### src/rtl/rtc_timebase_if.sv
// Control, load, calendar and strobe signals of the RTC timebase.
// Alarm signals exist only when RTC_ALARM_EN is defined.
interface rtc_timebase_if #(
  parameter int unsigned DAY_W = 5
);
  logic             run;
  logic             load;
  logic [9:0]       ld_ms;
  logic [5:0]       ld_sec;
  logic [5:0]       ld_min;
  logic [4:0]       ld_hour;
  logic [DAY_W-1:0] ld_day;
  logic [9:0]       millisec;
  logic [5:0]       sec;
  logic [5:0]       min;
  logic [4:0]       hour;
  logic [DAY_W-1:0] day;
  logic             ms_tick;
  logic             sec_tick;
  logic             day_wrap;
`ifdef RTC_ALARM_EN
  logic [5:0]       alm_sec;
  logic [5:0]       alm_min;
  logic [4:0]       alm_hour;
  logic             alm_ack;
  logic             alarm_irq;
`endif

  modport master (
    output run, load, ld_ms, ld_sec, ld_min, ld_hour, ld_day,
    input  millisec, sec, min, hour, day, ms_tick, sec_tick, day_wrap
`ifdef RTC_ALARM_EN
    , output alm_sec, alm_min, alm_hour, alm_ack,
    input  alarm_irq
`endif
  );

  modport slave (
    input  run, load, ld_ms, ld_sec, ld_min, ld_hour, ld_day,
    output millisec, sec, min, hour, day, ms_tick, sec_tick, day_wrap
`ifdef RTC_ALARM_EN
    , input alm_sec, alm_min, alm_hour, alm_ack,
    output alarm_irq
`endif
  );
endinterface

### src/rtl/rtc_timebase.sv
// Millisecond prescaler plus ms/sec/min/hour/day calendar with run/pause, load and strobes.
// Optional sticky alarm compare enabled by defining RTC_ALARM_EN.
module rtc_timebase #(
  parameter int unsigned CLK_PER_MS = 10,
  parameter int unsigned DAY_MAX    = 30,
  parameter int unsigned DAY_W      = 5
) (
  input logic           clk,
  input logic           reset,
  rtc_timebase_if.slave bus_io
);
  localparam int unsigned      PreW    = (CLK_PER_MS > 1) ? $clog2(CLK_PER_MS) : 1;
  localparam logic [PreW-1:0]  PreLast = PreW'(CLK_PER_MS - 1);
  localparam logic [DAY_W-1:0] DayLast = DAY_W'(DAY_MAX);

  logic [PreW-1:0]  pre_q, pre_d;
  logic [9:0]       ms_q, ms_d;
  logic [5:0]       sec_q, sec_d;
  logic [5:0]       min_q, min_d;
  logic [4:0]       hour_q, hour_d;
  logic [DAY_W-1:0] day_q, day_d;
  logic             ms_tick_q, ms_tick_d;
  logic             sec_tick_q, sec_tick_d;
  logic             day_wrap_q, day_wrap_d;

  always_comb begin
    pre_d      = pre_q;
    ms_d       = ms_q;
    sec_d      = sec_q;
    min_d      = min_q;
    hour_d     = hour_q;
    day_d      = day_q;
    ms_tick_d  = 1'b0;
    sec_tick_d = 1'b0;
    day_wrap_d = 1'b0;
    if (bus_io.load) begin
      // Each out-of-range field independently falls back to zero.
      pre_d  = '0;
      ms_d   = (bus_io.ld_ms > 10'd999)  ? '0 : bus_io.ld_ms;
      sec_d  = (bus_io.ld_sec > 6'd59)   ? '0 : bus_io.ld_sec;
      min_d  = (bus_io.ld_min > 6'd59)   ? '0 : bus_io.ld_min;
      hour_d = (bus_io.ld_hour > 5'd23)  ? '0 : bus_io.ld_hour;
      day_d  = (bus_io.ld_day > DayLast) ? '0 : bus_io.ld_day;
    end else if (bus_io.run) begin
      if (pre_q == PreLast) begin
        pre_d     = '0;
        ms_tick_d = 1'b1;
        if (ms_q == 10'd999) begin
          ms_d       = '0;
          sec_tick_d = 1'b1;
          if (sec_q == 6'd59) begin
            sec_d = '0;
            if (min_q == 6'd59) begin
              min_d = '0;
              if (hour_q == 5'd23) begin
                hour_d = '0;
                if (day_q == DayLast) begin
                  day_d      = '0;
                  day_wrap_d = 1'b1;
                end else begin
                  day_d = day_q + DAY_W'(1);
                end
              end else begin
                hour_d = hour_q + 5'd1;
              end
            end else begin
              min_d = min_q + 6'd1;
            end
          end else begin
            sec_d = sec_q + 6'd1;
          end
        end else begin
          ms_d = ms_q + 10'd1;
        end
      end else begin
        pre_d = pre_q + PreW'(1);
      end
    end
  end

  always_ff @(posedge clk or posedge reset) begin
    if (reset) begin
      pre_q      <= '0;
      ms_q       <= '0;
      sec_q      <= '0;
      min_q      <= '0;
      hour_q     <= '0;
      day_q      <= '0;
      ms_tick_q  <= 1'b0;
      sec_tick_q <= 1'b0;
      day_wrap_q <= 1'b0;
    end else begin
      pre_q      <= pre_d;
      ms_q       <= ms_d;
      sec_q      <= sec_d;
      min_q      <= min_d;
      hour_q     <= hour_d;
      day_q      <= day_d;
      ms_tick_q  <= ms_tick_d;
      sec_tick_q <= sec_tick_d;
      day_wrap_q <= day_wrap_d;
    end
  end

  assign bus_io.millisec = ms_q;
  assign bus_io.sec      = sec_q;
  assign bus_io.min      = min_q;
  assign bus_io.hour     = hour_q;
  assign bus_io.day      = day_q;
  assign bus_io.ms_tick  = ms_tick_q;
  assign bus_io.sec_tick = sec_tick_q;
  assign bus_io.day_wrap = day_wrap_q;

`ifdef RTC_ALARM_EN
  logic irq_q, irq_d, alm_hit;

  // ms_tick_d is only high on a genuine advance, so a load can never raise the alarm.
  always_comb begin
    alm_hit = ms_tick_d && (ms_d == 10'd0) && (sec_d == bus_io.alm_sec) &&
              (min_d == bus_io.alm_min) && (hour_d == bus_io.alm_hour);
    irq_d   = irq_q;
    if (alm_hit) begin
      irq_d = 1'b1;
    end else if (bus_io.alm_ack) begin
      irq_d = 1'b0;
    end
  end

  always_ff @(posedge clk or posedge reset) begin
    if (reset) begin
      irq_q <= 1'b0;
    end else begin
      irq_q <= irq_d;
    end
  end

  assign bus_io.alarm_irq = irq_q;
`endif
endmodule

### src/flat_wrapper.sv
// flat-port wrapper written by rule: the top's interface ports become plain ports
module rtc_timebase_flat 
#(
  parameter int unsigned CLK_PER_MS = 10,
  parameter int unsigned DAY_MAX    = 30,
  parameter int unsigned DAY_W      = 5
)
  (clk, reset, bus_io_run, bus_io_load, bus_io_ld_ms, bus_io_ld_sec, bus_io_ld_min, bus_io_ld_hour, bus_io_ld_day, bus_io_millisec, bus_io_sec, bus_io_min, bus_io_hour, bus_io_day, bus_io_ms_tick, bus_io_sec_tick, bus_io_day_wrap);
  rtc_timebase_if #(.DAY_W(DAY_W)) bus_io_i ();
  input logic clk;
  input logic reset;
  input wire logic [$bits(bus_io_i.run)-1:0] bus_io_run;
  input wire logic [$bits(bus_io_i.load)-1:0] bus_io_load;
  input wire logic [$bits(bus_io_i.ld_ms)-1:0] bus_io_ld_ms;
  input wire logic [$bits(bus_io_i.ld_sec)-1:0] bus_io_ld_sec;
  input wire logic [$bits(bus_io_i.ld_min)-1:0] bus_io_ld_min;
  input wire logic [$bits(bus_io_i.ld_hour)-1:0] bus_io_ld_hour;
  input wire logic [$bits(bus_io_i.ld_day)-1:0] bus_io_ld_day;
  output wire logic [$bits(bus_io_i.millisec)-1:0] bus_io_millisec;
  output wire logic [$bits(bus_io_i.sec)-1:0] bus_io_sec;
  output wire logic [$bits(bus_io_i.min)-1:0] bus_io_min;
  output wire logic [$bits(bus_io_i.hour)-1:0] bus_io_hour;
  output wire logic [$bits(bus_io_i.day)-1:0] bus_io_day;
  output wire logic [$bits(bus_io_i.ms_tick)-1:0] bus_io_ms_tick;
  output wire logic [$bits(bus_io_i.sec_tick)-1:0] bus_io_sec_tick;
  output wire logic [$bits(bus_io_i.day_wrap)-1:0] bus_io_day_wrap;
  assign bus_io_i.run = bus_io_run;
  assign bus_io_i.load = bus_io_load;
  assign bus_io_i.ld_ms = bus_io_ld_ms;
  assign bus_io_i.ld_sec = bus_io_ld_sec;
  assign bus_io_i.ld_min = bus_io_ld_min;
  assign bus_io_i.ld_hour = bus_io_ld_hour;
  assign bus_io_i.ld_day = bus_io_ld_day;
  assign bus_io_millisec = bus_io_i.millisec;
  assign bus_io_sec = bus_io_i.sec;
  assign bus_io_min = bus_io_i.min;
  assign bus_io_hour = bus_io_i.hour;
  assign bus_io_day = bus_io_i.day;
  assign bus_io_ms_tick = bus_io_i.ms_tick;
  assign bus_io_sec_tick = bus_io_i.sec_tick;
  assign bus_io_day_wrap = bus_io_i.day_wrap;
  rtc_timebase #(.CLK_PER_MS(CLK_PER_MS), .DAY_MAX(DAY_MAX), .DAY_W(DAY_W)) u_core (.clk(clk), .reset(reset), .bus_io(bus_io_i));
endmodule
### config.mk
export PLATFORM = sky130hd
export DESIGN_NAME = rtc_timebase_flat
export DESIGN_NICKNAME = d
export VERILOG_FILES = /design/src/rtl/rtc_timebase_if.sv /design/src/rtl/rtc_timebase.sv /design/src/flat_wrapper.sv
export SDC_FILE = /design/constraint.sdc
export NUM_CORES = 1
export LEC_CHECK = 0
export BUFFER_PORTS_ARGS = -buffer_cell sky130_fd_sc_hd__buf_2
export CAP_MARGIN = 20
export CORE_MARGIN = 4
export CORE_UTILIZATION = 50
export CTS_CLUSTER_SIZE = 8
export DETAILED_ROUTE_END_ITERATION = 10
export PLACE_DENSITY = 0.86
export SYNTH_ARGS = -nofsm -noshare
export SYNTH_HDL_FRONTEND = slang
export SYNTH_SLANG_ARGS = --single-unit
### constraint.sdc
create_clock -name clk -period 3.7 [get_ports clk]
set_input_delay 0.37 -clock clk [delete_from_list [all_inputs] [get_ports clk]]
set_output_delay 0.37 -clock clk [all_outputs]
set_load 0.03 [all_outputs]
==> results.txt <==
Max clock buf depth - 2
drt first pass iters - 5
Core Area - 0.00475 mm²
Starting Density - 0.523
number of synthesized flops with an enable pin - 0
Worst setup EP type - flip-flop
num rows - 25
H-tree levels - 2
setup TNS - 0 ns
Yosys warning count - 0
CP max stage cell - or2_1
setup violation total in the final timing report - 0
max_cap viols - 0
Slew Limit Headroom - 0.401
Fin. Hold Viols - 0
Crit path largest cell delay - 0.52 ns
CP cell instances - inv_1, ha_1, and4b_1, a41oi_4, or2_1, o32a_1
flop2flop setup slack - 1.10 ns
CTS tree - built
first-pass GRT wire length - 10,300 µm
largest net degree at the start of global routing - 41
# hold bufs at CTS - 0
WP buf/inv - 1
min-delay worst type - input pin to asynchronous set/reset pin
share of post-route cells with drive strength above 1 - 0.257
post-CTS resize count - 0
area delta synth->final - 19.0%
Worst EP required - 3.88 ns
worst-skew pair later-pin latency - 0.29 ns
Root Driver - clkbuf_8
DP Worst Slack - 1.16 ns
Total GRT Usage - 0.208
Syn Area/Cell - 9.10 µm²
Netlist cell types - 55
vias in the first global route - 2,180
final WL - 6420 µm
Pins Over Slew Limit - 0
Most used DFF post-synth - dfrtp_1
Final HPWL DP - 4600 µm
most common cell after layout, fill and taps aside - buf_2
Clk pin slew, worst setup/hold paths - 0.08 ns
leakage - 1.37 nW
WHS - 0.180 ns
CTS sink count - 39
Power Dens Cells - 469 mW/mm²
post-route clock skew - 0.00644 ns
ANT nets after route - 0
net count after synthesis - 317
Final Cycle Share - 0.703
fin cells - 406
DRC Markers - 0
Die Area - 0.00616 mm²
CP Class - flip-flop to flip-flop
nature of the critical path startpoint - flip-flop
CTS Buf Count - 5
share of flip-flops with an asynchronous set or reset - 1.00
maximum VDD drop - 0.324 mV
Initial DRC Count - 164
FF-to-FF Start - u_core.pre_q[1]
postcts setup bufs - 0
# IOs - 71
Avg Vias per Cell - 6.10
final worst path period need - 2.60 ns
RR Endpoint - u_core.bus_io.hour[4]
crit-path max FO - 31
Syn Std Cell Area - 0.00248 mm²
r2r worst-path depth - 6
gpl congestion - 0.860
Slew @ Worst Pin - 0.898 ns
I/O Buffers - 70
synthesized flop and latch total - 39
Seq/Total Area, Yosys - 0.393
Max Fclk - 385 MHz
Top delay family on crit path - simple AND/OR/NAND/NOR gates
Die Span Y - 78.5 µm
outcome - completed
Setup WS post-layout - 1.10 ns
die width - 78.5 µm
ANT cells - 0
Post-Layout Inst Area - 0.00296 mm²
fin nets - 382
Mapped Cells - 273
RSZ-0062 raised after global routing - false
initial antenna violation count - 0
crit path DAT - 2.78 ns
Placed Cells - 398
DP Area - 0.00286 mm²
Routed WL per cell - 15.8 µm
grt total ovfl - 0
Vias - 2,475
most frequent cells in the layout - buf_2, dfrtp_1, nor2_1, a21oi_1, inv_1
final cells by class:
class / instances / area [µm²]
clock buffer: 8 / 100
inverter: 18 / 67.6
sequential: 39 / 976
fill: 426 / 1800
multi-input combinational: 203 / 1370
timing repair buffer: 71 / 358
tap: 67 / 83.8
per-layer routing:
layer,GRT usage,wire length (µm),up-vias
met2,0.326,3120,75
met4,0.0734,105,0
li1,-,-,1186
met5,0,0,-
met1,0.289,2890,1202
met3,0.0356,306,12
stage by stage:
| stage | util | power [mW] |
|---|---|---|
| CTS | 0.622 | 1.39 |
| finish | 0.622 | 1.39 |
| detailed placement | 0.601 | 1.07 |
| global route | 0.622 | 1.47 |
| floorplan | - | 0.920 |
| global placement | 0.601 | 1.06 |
cell families (layout without fill, tap and decap cells):
kind of cell	count (synthesis)	in the layout	share of synthesized area
compound gates	105	105	0.299
buf+inv	31	97	0.0554
simple gates	84	84	0.188
fa+ha+maj	8	8	0.0403
mux	4	4	0.0176
xor+xnor	2	2	0.00705
flops	39	39	0.393
Yosys cell counts, types with 5 or more instances:
cell type,n,area [µm²]
dfrtp_1,39,976
a22oi_1,6,45.0
inv_1,18,67.6
a21oi_1,22,110
ha_1,8,100
a211oi_1,8,60.1
nand3_1,12,60.1
o22ai_1,7,43.8
nor3_1,7,35.0
o2bb2ai_1,5,43.8
a32oi_1,6,52.6
nor2_1,23,86.3
nand2_1,10,37.5
and4_1,7,61.3
o21ai_0,17,85.1
where the power goes:
part           switching (mW)  internal [mW]
Sequential             0.0958          0.495
Clock                   0.147          0.170
Combinational           0.310          0.168
worst min-delay path: cells and delay by family:
| family | cells | cell delay (ns) |
|---|---|---|
| buffers and inverters | 3 | 0.54 |
worst max-delay path by stage:
| stage | start | to | slack (ns) | depth (start not counted) |
|---|---|---|---|---|
| floorplan | u_core.bus_io.min[0] | u_core.bus_io.day[1] | 1.59 | 5 |
| global placement | u_core.pre_q[1] | u_core.bus_io.hour[4] | 1.23 | 6 |
| global route | u_core.pre_q[1] | u_core.bus_io.hour[4] | 0.97 | 6 |
| finish | u_core.pre_q[1] | u_core.bus_io.hour[4] | 1.10 | 6 |
| CTS | u_core.pre_q[1] | u_core.bus_io.hour[4] | 1.14 | 6 |
| detailed placement | u_core.pre_q[1] | u_core.bus_io.hour[4] | 1.16 | 6 |
state kept, by name (all words and copies together) (netlist names):
signal	cells
u_core.bus_io.day	5
u_core.bus_io.millisec	10
u_core.bus_io.min	6
u_core.bus_io.hour	5
u_core.bus_io.day_wrap	1
u_core.bus_io.ms_tick	1
u_core.bus_io.sec_tick	1
u_core.bus_io.sec	6
u_core.pre_q	4
(Power assumes the default switching activity.)
